### src/rtl/input_fifo_buffer_if.sv
//------------------------------------------------------------------------------
// Interface     : input_fifo_buffer_if
// Description   : Link-side write handshake and controller-side req/gnt read
//                 handshake for one router input FIFO.
// Revision      : 1.0 - initial release
//------------------------------------------------------------------------------
`default_nettype none

interface input_fifo_buffer_if #(
  parameter int packetwidth = 55,
  parameter int ADDRW       = 2
);
  logic                   valid_in;
  logic [packetwidth-1:0] data_in;
  logic                   full;
  logic                   almost_full;
  logic                   req;
  logic                   gnt;
  logic                   empty;
  logic [packetwidth-1:0] PacketOut;
  logic [ADDRW:0]         count;
  logic                   overflow;

  // Upstream link plus input port controller side
  modport master (
    output valid_in, data_in, req,
    input  full, almost_full, gnt, empty, PacketOut, count, overflow
  );

  // FIFO side
  modport slave (
    input  valid_in, data_in, req,
    output full, almost_full, gnt, empty, PacketOut, count, overflow
  );
endinterface

`default_nettype wire

### src/rtl/input_fifo_buffer.sv
//------------------------------------------------------------------------------
// Module        : input_fifo_buffer
// Description   : Per-port packet FIFO between the inter-router link and the
//                 input port controller. valid/full on the write side, one-pop
//                 per req pulse with a registered one-cycle gnt on the read side.
// Revision      : 1.0 - initial release
//------------------------------------------------------------------------------
`default_nettype none

module input_fifo_buffer #(
  parameter int packetwidth = 55,
  parameter int DEPTH       = 4,
  parameter int ADDRW       = 2,
  parameter int AFULL_LVL   = 3
) (
  input  wire logic          clk,
  input  wire logic          reset,
  input_fifo_buffer_if.slave bus
);

  localparam logic [ADDRW:0]   DEPTH_CNT = (ADDRW+1)'(DEPTH);
  localparam logic [ADDRW:0]   AFULL_CNT = (ADDRW+1)'(AFULL_LVL);
  localparam logic [ADDRW:0]   CNT_ONE   = (ADDRW+1)'(1);
  localparam logic [ADDRW-1:0] LAST_PTR  = ADDRW'(DEPTH-1);

  logic [packetwidth-1:0] mem [DEPTH];
  logic [ADDRW-1:0]       wr_ptr;
  logic [ADDRW-1:0]       rd_ptr;
  logic [ADDRW:0]         count;
  logic                   gnt;
  logic                   overflow;
  logic [packetwidth-1:0] packet_out;

  logic full;
  logic empty;
  logic push;
  logic pop;

  // Pointers wrap explicitly so DEPTH need not be a power of two
  function automatic logic [ADDRW-1:0] next_ptr(input logic [ADDRW-1:0] p);
    return (p == LAST_PTR) ? '0 : p + 1'b1;
  endfunction

  assign full  = (count == DEPTH_CNT);
  assign empty = (count == '0);
  // full is judged on the pre-edge count, so a pop cannot make room for a
  // push arriving on the same edge; gnt blocks back-to-back pops
  assign push  = bus.valid_in && !full;
  assign pop   = bus.req && !empty && !gnt;

  // Packet storage; deliberately not reset
  always_ff @(posedge clk) begin
    if (push) begin
      mem[wr_ptr] <= bus.data_in;
    end
  end

  // Pointers, occupancy, grant, output register and sticky overflow flag
  always_ff @(posedge clk or posedge reset) begin
    if (reset) begin
      wr_ptr     <= '0;
      rd_ptr     <= '0;
      count      <= '0;
      gnt        <= 1'b0;
      packet_out <= '0;
      overflow   <= 1'b0;
    end else begin
      gnt <= pop;
      if (push) begin
        wr_ptr <= next_ptr(wr_ptr);
      end
      if (pop) begin
        rd_ptr     <= next_ptr(rd_ptr);
        packet_out <= mem[rd_ptr];
      end
      case ({push, pop})
        2'b10:   count <= count + CNT_ONE;
        2'b01:   count <= count - CNT_ONE;
        default: count <= count;
      endcase
      if (bus.valid_in && full) begin
        overflow <= 1'b1;
      end
    end
  end

  assign bus.full        = full;
  assign bus.empty       = empty;
  assign bus.almost_full = (count >= AFULL_CNT);
  assign bus.gnt         = gnt;
  assign bus.PacketOut   = packet_out;
  assign bus.count       = count;
  assign bus.overflow    = overflow;

endmodule

`default_nettype wire

### src/flat_wrapper.sv
// flat-port wrapper written by rule: the top's interface ports become plain ports
module input_fifo_buffer_flat 
#(
  parameter int packetwidth = 55,
  parameter int DEPTH       = 4,
  parameter int ADDRW       = 2,
  parameter int AFULL_LVL   = 3
)
  (clk, reset, bus_valid_in, bus_data_in, bus_req, bus_full, bus_almost_full, bus_gnt, bus_empty, bus_PacketOut, bus_count, bus_overflow);
  input_fifo_buffer_if #(.packetwidth(packetwidth), .ADDRW(ADDRW)) bus_i ();
  input  wire logic clk;
  input  wire logic reset;
  input wire logic [$bits(bus_i.valid_in)-1:0] bus_valid_in;
  input wire logic [$bits(bus_i.data_in)-1:0] bus_data_in;
  input wire logic [$bits(bus_i.req)-1:0] bus_req;
  output wire logic [$bits(bus_i.full)-1:0] bus_full;
  output wire logic [$bits(bus_i.almost_full)-1:0] bus_almost_full;
  output wire logic [$bits(bus_i.gnt)-1:0] bus_gnt;
  output wire logic [$bits(bus_i.empty)-1:0] bus_empty;
  output wire logic [$bits(bus_i.PacketOut)-1:0] bus_PacketOut;
  output wire logic [$bits(bus_i.count)-1:0] bus_count;
  output wire logic [$bits(bus_i.overflow)-1:0] bus_overflow;
  assign bus_i.valid_in = bus_valid_in;
  assign bus_i.data_in = bus_data_in;
  assign bus_i.req = bus_req;
  assign bus_full = bus_i.full;
  assign bus_almost_full = bus_i.almost_full;
  assign bus_gnt = bus_i.gnt;
  assign bus_empty = bus_i.empty;
  assign bus_PacketOut = bus_i.PacketOut;
  assign bus_count = bus_i.count;
  assign bus_overflow = bus_i.overflow;
  input_fifo_buffer #(.packetwidth(packetwidth), .DEPTH(DEPTH), .ADDRW(ADDRW), .AFULL_LVL(AFULL_LVL)) u_core (.clk(clk), .reset(reset), .bus(bus_i));
endmodule
### config.mk
export PLATFORM = sky130hd
export DESIGN_NAME = input_fifo_buffer_flat
export DESIGN_NICKNAME = d
export VERILOG_FILES = /design/src/rtl/input_fifo_buffer_if.sv /design/src/rtl/input_fifo_buffer.sv /design/src/flat_wrapper.sv
export SDC_FILE = /design/constraint.sdc
export NUM_CORES = 1
export LEC_CHECK = 0
export CAP_MARGIN = 20
export CORE_ASPECT_RATIO = 1.4
export CORE_MARGIN = 5
export CORE_UTILIZATION = 60
export CTS_BUF_LIST = sky130_fd_sc_hd__clkbuf_8
export DETAILED_ROUTE_END_ITERATION = 7
export GPL_TIMING_DRIVEN = 0
export PLACE_DENSITY_LB_ADDON = 0.2
export SLEW_MARGIN = 10
export SYNTH_ARGS = -nofsm -noshare
export SYNTH_HDL_FRONTEND = slang
export SYNTH_SLANG_ARGS = --single-unit
export TNS_END_PERCENT = 1
### constraint.sdc
create_clock -name clk -period 7.1 [get_ports clk]
set_clock_uncertainty 0.05 [all_clocks]
set_input_delay 1.42 -clock clk [delete_from_list [all_inputs] [get_ports clk]]
set_output_delay 1.42 -clock clk [all_outputs]
set_load 0.05 [all_outputs]
==> impl_metrics.ini, run 1 <==
[timing]
period_needed_ns = 3.665
hold_violations = 0
maxSlewViolCount = 0
maxSlewHeadroom_pct = 53.00
post-route-period-util_pct = 51.61
worstMarginPinSlew_ns = 0.7050
setup_viol = 0
fin_tns_setup_ns = 0
rsz0062_at_grt = false
max_freq_ghz = 0.2729

[place]
port_buffers = 121
dpl.hpwl_um = 11770
placed_cell_area_mm2 = 0.01211
gp_congestion = 0.7391

[hold_path]
hold_path.class = register to register

[layout]
final_cell_mix = 220 x edfxtp_1, 121 x clkdlybuf4s50_1, 64 x dfrtp_1, 59 x mux2_2, 55 x mux4_2
syn_to_final_growth_pct = 23.04
drive_gt1_share_pct = 29.63
seq_area_mm2 = 0.008208
multi_input_area_mm2 = 0.002132
final_common_cell = edfxtp_1
layout.nets = 682
antenna_cells = 0
final_area_mm2 = 0.01289
fill_cells = 1029

[route]
first_pass_iters = 4
vias = 4861
vias_per_cell = 5.499
avgRoutedWirePerCell_um = 21.51
drt.antenna.violating_nets = 0
wl_um = 19010
drtIter0Drc = 283
drc = 0

[critical_path]
worstSetupStartpointType = register
rrSetupSlack_ns = 4.44
critPathCaptureType = output pin
crit_start = u_core.bus.count[0]$_DFFE_PP0P_
r2r_start = u_core.bus.count[0]$_DFFE_PP0P_
ff2ff_path_depth = 10
worstPathArrival_ns = 2.19
crit_type = register to output pin
cp-endpoint = bus_full
critical_path_required_ns = 5.63
reg2reg_to = u_core.bus.count[2]$_DFFE_PP0P_
cp_max_fo = 6

[synthesis]
postSynthAreaPerCell_um2 = 23.45
synth_top_family_by_area = multiplexers
yosys_warnings = 0
synth_fa_ha_area_share_pct = 0.9074
synth_mux_area_share_pct = 18.25
synth.ff_latch_count = 284
synth_nets = 513
synthXorXnorAreaFrac_pct = 0.2507
synth_compound_area_share_pct = 0.1433
synth.distinct_cells = 21
yosys.area_share.simple_pct = 0.6925
syn-cell-area_mm2 = 0.01048
syn_inst = 447
seq_area_frac_synth_pct = 78.32

[global_routing]
grt_pass1_wl_um = 30330
grt_use_met1_pct = 23.95
overflow = 0
grt_max_degree = 49
grt-busiest-layer = met2
antenna_found_initial = 0
grtUsageMet2_pct = 34.92
grt_use_total_pct = 19.66
met3_usage_pct = 4.566
first_global_vias = 5660

[die]
die_w_um = 121.7
fp-row-count = 57
die-area_mm2 = 0.02025
ios = 122
die_h_um = 166.4
core_region_area_mm2 = 0.01726
initial_utilization_pct = 60.72

[power_and_ir_drop]
p_leak_nw = 4.548
ir_drop_v = 0.0003369
power.density_mw_per_mm2 = 458.1

[clocking]
clock-sinks = 284
cts_buffer_depth = 3
cts_made_buffers = 41
clock_tree.root_cell = clkbuf_8
htree_levels = 2
hold_buffers = 0
cts_resized = 0
path_clk_slew_ns = 0.06
post_cts_buffers = 0
clkLatencyLatePin_ns = 0.51
cts_tree = built

[run]
drv_cap = 0

[run_status]
status = finished, final reports clean
-- metrics by stage --
step | hold slack (ns) | power, mW | util (%) | setup slack [ns] | cells
global route | 0.4584 | 6.197 | 74.71 | 3.301 | 884
floorplan | 0.4840 | 4.021 | - | 3.387 | 447
CTS | 0.4209 | 5.987 | 74.71 | 3.401 | 884
global placement | 0.3886 | 4.694 | 69.45 | 1.866 | 804
detailed placement | 0.4073 | 4.780 | 70.15 | 3.094 | 809
finish | 0.4187 | 5.907 | 74.71 | 3.435 | 884
-- state kept, by name, summed over array words and instances, names as in the netlist --
name,cells
u_core.mem,220
u_core.bus.PacketOut,55
u_core.bus.count,3
u_core.rd_ptr,2
u_core.wr_ptr,2
u_core.bus.gnt,1
u_core.bus.overflow,1
-- worst max-delay path, cell delays in order, from the launching register on --
cell and delay [ns]:
dfrtp_1 0.46, nor3b_1 0.35, clkdlybuf4s50_1 0.87
-- where the power goes --
part / switching (mW) / internal [mW]
clock: 0.565 / 0.636
sequential: 0.169 / 2.27
combinational: 1.31 / 0.960
total: 2.05 / 3.86
-- routing by layer --
| layer | vias up | part of all wire [%] |
|---|---|---|
| met5 | - | 0 |
| met4 | 0 | 1.7 |
| met3 | 26 | 5.3 |
| met2 | 123 | 55 |
| met1 | 2551 | 38 |
| li1 | 2161 | - |
-- cells by family (layout without fill, tap and decap cells) --
family                     count (synthesis)  in the layout
AOI/OAI and AO/OA                          2              2
xor gates and xnor gates                   3              3
adders and majority gates                  7              7
buffers and inverters                     25            226
DFF                                      284            284
muxes                                    115            115
and+or+nand+nor                           11             11
-- cells in the mapped netlist --
library cell | number | area share, %
buf_4 | 1 | 0.072
nor3b_1 | 1 | 0.072
buf_6 | 6 | 0.64
and2_1 | 4 | 0.24
ha_1 | 6 | 0.72
nor2_1 | 3 | 0.11
nor3b_2 | 1 | 0.12
nor2b_1 | 1 | 0.060
fa_1 | 1 | 0.19
xor2_1 | 2 | 0.17
a21o_1 | 2 | 0.14
nor3_2 | 1 | 0.096
mux4_2 | 55 | 12
xnor2_1 | 1 | 0.084
edfxtp_1 | 220 | 63
mux2_2 | 59 | 6.3
mux2i_1 | 1 | 0.096
buf_2 | 6 | 0.29
inv_1 | 7 | 0.25
clkbuf_1 | 5 | 0.18
dfrtp_1 | 64 | 15
-- area by class of cell --
cell class	count	area share, %
timing repair buffer	126	10.23
clock buffer	50	5.337
inverter	7	0.2232
clock inverter	25	0.7762
multi-input combinational	138	16.53
tap	236	2.290
buffer	18	0.9606
sequential	284	63.65
-- how the worst min path moves through the flow --
stage	endpoint	slack [ns]	startpoint	cells past startpoint
floorplan	u_core.wr_ptr[1]$_DFFE_PP0P_	0.48	u_core.wr_ptr[1]$_DFFE_PP0P_	1
global placement	u_core.bus.overflow$_DFFE_PP0P_	0.39	u_core.bus.overflow$_DFFE_PP0P_	1
detailed placement	u_core.bus.overflow$_DFFE_PP0P_	0.41	u_core.bus.overflow$_DFFE_PP0P_	1
CTS	u_core.bus.overflow$_DFFE_PP0P_	0.42	u_core.bus.overflow$_DFFE_PP0P_	1
global route	u_core.bus.overflow$_DFFE_PP0P_	0.46	u_core.bus.overflow$_DFFE_PP0P_	1
finish	u_core.bus.overflow$_DFFE_PP0P_	0.42	u_core.bus.overflow$_DFFE_PP0P_	1
No activity file was read; power rests on OpenSTA's default activity.
==> inputs of run 2 (changes only) <==
--- a/config.mk
+++ b/config.mk
@@ -8,7 +8,7 @@
 export CAP_MARGIN = 20
 export CORE_ASPECT_RATIO = 1.4
 export CORE_MARGIN = 5
-export CORE_UTILIZATION = 60
+export CORE_UTILIZATION = 52
 export CTS_BUF_LIST = sky130_fd_sc_hd__clkbuf_8
 export DETAILED_ROUTE_END_ITERATION = 7
 export GPL_TIMING_DRIVEN = 0
==> constraint.sdc (replaced) <==
create_clock -name clk -period 3.2 [get_ports clk]
set_clock_uncertainty 0.05 [all_clocks]
set_input_delay 0.64 -clock clk [delete_from_list [all_inputs] [get_ports clk]]
set_output_delay 0.64 -clock clk [all_outputs]
set_load 0.05 [all_outputs]
==> impl_metrics.ini, run 2 (synthesis results as in run 1) <==
[timing]
max_freq_ghz = 0.3607
maxSlewHeadroom_pct = 52.82
whs_ns = 0.4033
maxSlewViolCount = 0
worst_slack_ns = 0.4273
worstMarginPinSlew_ns = 0.7077
setup_viol = 0
post-route-period-util_pct = 86.65
hold_violations = 0
rsz0062_at_grt = false
period_needed_ns = 2.773

[critical_path]
rrSetupSlack_ns = 0.47
worstSetupStartpointType = register
crit_start = u_core.bus.count[0]$_DFFE_PP0P_
r2r_start = u_core.bus.count[0]$_DFFE_PP0P_
critPathCaptureType = output pin
reg2reg_to = u_core.bus.count[2]$_DFFE_PP0P_
critical_path_required_ns = 2.51
cp_max_fo = 6
worstPathArrival_ns = 2.08
ff2ff_path_depth = 10
crit_type = register to output pin

[route]
wl_um = 19100
drt.antenna.violating_nets = 0
drc = 0
drtIter0Drc = 261
vias = 4938
avgRoutedWirePerCell_um = 21.13
first_pass_iters = 4
vias_per_cell = 5.462

[global_routing]
overflow = 0
first_global_vias = 5613
grt_pass1_wl_um = 29930
grt_use_total_pct = 17.21
antenna_found_initial = 1
grt_max_degree = 42

[die]
initial_utilization_pct = 52.81
die_h_um = 178.0
core_region_area_mm2 = 0.01984
ios = 122
die_w_um = 130.0
fp-row-count = 61
die-area_mm2 = 0.02313

[layout]
postLayoutCoreUtil_pct = 65.33
layout.nets = 683
largest_register_ffs = 220
regMostFlops = u_core.mem
final_cell_mix = 220 x edfxtp_1, 121 x clkdlybuf4s50_1, 64 x dfrtp_1, 59 x mux2_2, 55 x mux4_2
final_common_cell = edfxtp_1
syn_to_final_growth_pct = 23.70
drive_gt1_share_pct = 29.69

[clocking]
cts_resized = 0
cts_tree = built
path_clk_slew_ns = 0.06
hold_buffers = 0
post_cts_buffers = 0
cts_buffer_depth = 3
clkLatencyLatePin_ns = 0.53
clock_tree.root_cell = clkbuf_8
cts_made_buffers = 42
htree_levels = 2
clock-sinks = 284

[hold_path]
worstHoldStart = u_core.bus.overflow$_DFFE_PP0P_
hold_path.class = register to register
worstHoldEndpoint = u_core.bus.overflow$_DFFE_PP0P_
min_delay_path_depth = 1

[place]
dp_slack_ns = -0.1249
port_buffers = 121
gp_congestion = 0.6618
dpl.hpwl_um = 11960

[power_and_ir_drop]
power.density_mw_per_mm2 = 1020
p_leak_nw = 4.574
ir_drop_v = 0.0005996

[run]
drv_cap = 0

[run_status]
status = finished, final reports clean
==> run 2: report_power, final <==
part,total [mW],leakage [nW],internal [mW],switching [mW]
combinational,5.03,1.31,2.14,2.89
sequential,5.41,2.76,5.03,0.377
clock,2.79,0.495,1.51,1.28
total,13.2,4.57,8.67,4.55
==> run 2: metal layers <==
layer  track usage (%)  vias up  wire length [um]
met5                 0        -                 0
met4             5.893        0               378
met3             4.344       32              1147
met2             30.23      139             10380
met1             20.66     2588              7190
li1                  -     2179                 -
==> run 2: worst max path at each step <==
stage	to	slack [ns]
global route	u_core.bus.count[2]$_DFFE_PP0P_	0.27
finish	bus_empty	0.43
floorplan	u_core.mem[1][0]$_DFFE_PP_	0.02
CTS	u_core.bus.count[2]$_DFFE_PP0P_	0.36
global placement	u_core.mem[0][46]$_DFFE_PP_	-1.27
detailed placement	u_core.bus.count[2]$_DFFE_PP0P_	-0.12
==> run 2: metrics by stage <==
step	total power [mW]	std cells	setup TNS (ns)	cell area (um2)
after detailed placement	10.63	825	-0.1249	12140
after global placement	10.45	820	-323.63	12010
after CTS	13.43	902	0	12960
after global routing	13.88	903	0	12960
after floorplan	8.925	447	0	10490
final	13.22	904	0	12960
==> run 2: layout make-up <==
class,instances,area (um2)
Inverter,7,28.78
Sequential cell,284,8208
Timing Repair Buffer,126,1326
Fill cell,1372,6880
Antenna cell,2,5.005
Clock inverter,30,172.7
Clock buffer,47,646.9
Buffer,18,123.9
Tap cell,252,315.3
Multi-Input combinational cell,138,2137
==> run 2: worst max-delay path, stage by stage, from the launching register on <==
cell and delay (ns):
dfrtp_1 0.46, nor3_2 0.25, clkdlybuf4s50_1 0.84
==> inputs of run 3 (changes only) <==
--- a/config.mk
+++ b/config.mk
@@ -6,7 +6,6 @@
 export NUM_CORES = 1
 export LEC_CHECK = 0
 export CAP_MARGIN = 20
-export CORE_ASPECT_RATIO = 1.4
 export CORE_MARGIN = 5
 export CORE_UTILIZATION = 52
 export CTS_BUF_LIST = sky130_fd_sc_hd__clkbuf_8
==> impl_metrics.ini, run 3 (synthesis results as in run 1) <==
[clocking]
post_cts_buffers = 0
htree_levels = 2
cts_resized = 0
clock_tree.root_cell = clkbuf_8
clock-sinks = 284
clkLatencyLatePin_ns = 0.53
path_clk_slew_ns = 0.06
cts_tree = built
cts_made_buffers = 44
hold_buffers = 0
cts_buffer_depth = 3

[route]
wl_um = 19330
drt.antenna.violating_nets = 0
met3WireLength_um = 1126
drc = 0
routed.top_layer = met4
first_pass_iters = 4
avgRoutedWirePerCell_um = 20.94
drtIter0Drc = 251
vias_per_cell = 5.333
route.met2.wl_um = 9892
vias = 4922
met1_length_um = 7905

[layout]
final_common_cell = edfxtp_1
drive_gt1_share_pct = 29.86
regMostFlops = u_core.mem
syn_to_final_growth_pct = 24.00
antenna_cells = 0
final_area_mm2 = 0.01300
final_cell_mix = 220 x edfxtp_1, 121 x clkdlybuf4s50_1, 64 x dfrtp_1, 59 x mux2_2, 55 x mux4_2
layout.nets = 685
postLayoutCoreUtil_pct = 64.85
largest_register_ffs = 220

[critical_path]
critPathCaptureType = output pin
critical_path_required_ns = 2.51
r2r_start = u_core.bus.count[0]$_DFFE_PP0P_
cp_max_fo = 6
rrSetupSlack_ns = 0.51
worstSetupStartpointType = register
ff2ff_path_depth = 10
reg2reg_to = u_core.bus.count[2]$_DFFE_PP0P_
worstPathArrival_ns = 2.08
crit_type = register to output pin

[power_and_ir_drop]
power.density_mw_per_mm2 = 1020
ir_drop_v = 0.0005006
p_leak_nw = 4.594

[die]
ios = 122
die_w_um = 152.0
initial_utilization_pct = 52.30
die_h_um = 152.0
core_region_area_mm2 = 0.02004
fp-row-count = 52
die-area_mm2 = 0.02309

[place]
port_buffers = 121
gp_congestion = 0.7215
placed_cell_area_mm2 = 0.01215
dpl.hpwl_um = 11710

[timing]
maxSlewHeadroom_pct = 52.93
max_freq_ghz = 0.3611
maxSlewViolCount = 0
rsz0062_at_grt = false
period_needed_ns = 2.769
hold_violations = 0
post-route-period-util_pct = 86.54
worstMarginPinSlew_ns = 0.7061
whs_ns = 0.3524
fin_tns_setup_ns = 0
setup_viol = 0

[global_routing]
overflow = 0
antenna_found_initial = 0
grt_use_total_pct = 17.35
grt_pass1_wl_um = 31280
first_global_vias = 5670
grt_max_degree = 52

[hold_path]
hold_path.class = input pin to asynchronous set/reset pin

[run]
drv_cap = 0

[run_status]
status = finished, final reports clean
==> run 3: layout make-up <==
type / count / area, um2
Sequential cell: 284 / 8208
Fill cell: 1416 / 7044
Multi-Input combinational cell: 138 / 2137
Timing Repair Buffer: 126 / 1319
Clock buffer: 51 / 701.9
Tap cell: 270 / 337.8
Clock inverter: 29 / 138.9
Buffer: 18 / 123.9
Inverter: 7 / 28.78
==> run 3: per-layer routing <==
| metal | track usage [%] | up-vias |
|---|---|---|
| met5 | 0 | - |
| met4 | 5.351 | 0 |
| met3 | 4.835 | 36 |
| met2 | 29.11 | 136 |
| met1 | 22.34 | 2584 |
| li1 | - | 2166 |
==> run 3: through the flow <==
stage	worst slack [ns]	total power, mW	instances
2_1_floorplan	0.02478	8.925	447
3_3_place_gp	-1.299	10.46	838
3_5_place_dp	-0.07590	10.64	843
4_1_cts	0.3887	13.48	923
5_1_grt	0.3188	13.93	923
6_report	0.4308	13.26	923
==> run 3: worst max path at each step <==
stage,cells after the start,endpoint,from
6_report,2,bus_empty,u_core.bus.count[0]$_DFFE_PP0P_
5_1_grt,2,bus_full,u_core.bus.count[2]$_DFFE_PP0P_
4_1_cts,2,bus_full,u_core.bus.count[0]$_DFFE_PP0P_
3_5_place_dp,10,u_core.bus.count[2]$_DFFE_PP0P_,bus_req
3_3_place_gp,3,u_core.mem[0][30]$_DFFE_PP_,bus_valid_in
2_1_floorplan,3,u_core.mem[1][0]$_DFFE_PP_,u_core.bus.count[0]$_DFFE_PP0P_
==> run 3: where the power goes <==
part	internal, mW	leakage (nW)	switching (mW)
sequential	5.03	2.76	0.383
clock	1.53	0.518	1.28
combinational	2.13	1.31	2.91
==> run 3: critical path: stages, from the launching register on <==
cell and delay [ns]:
dfrtp_1 0.47, nor3_2 0.24, clkdlybuf4s50_1 0.85
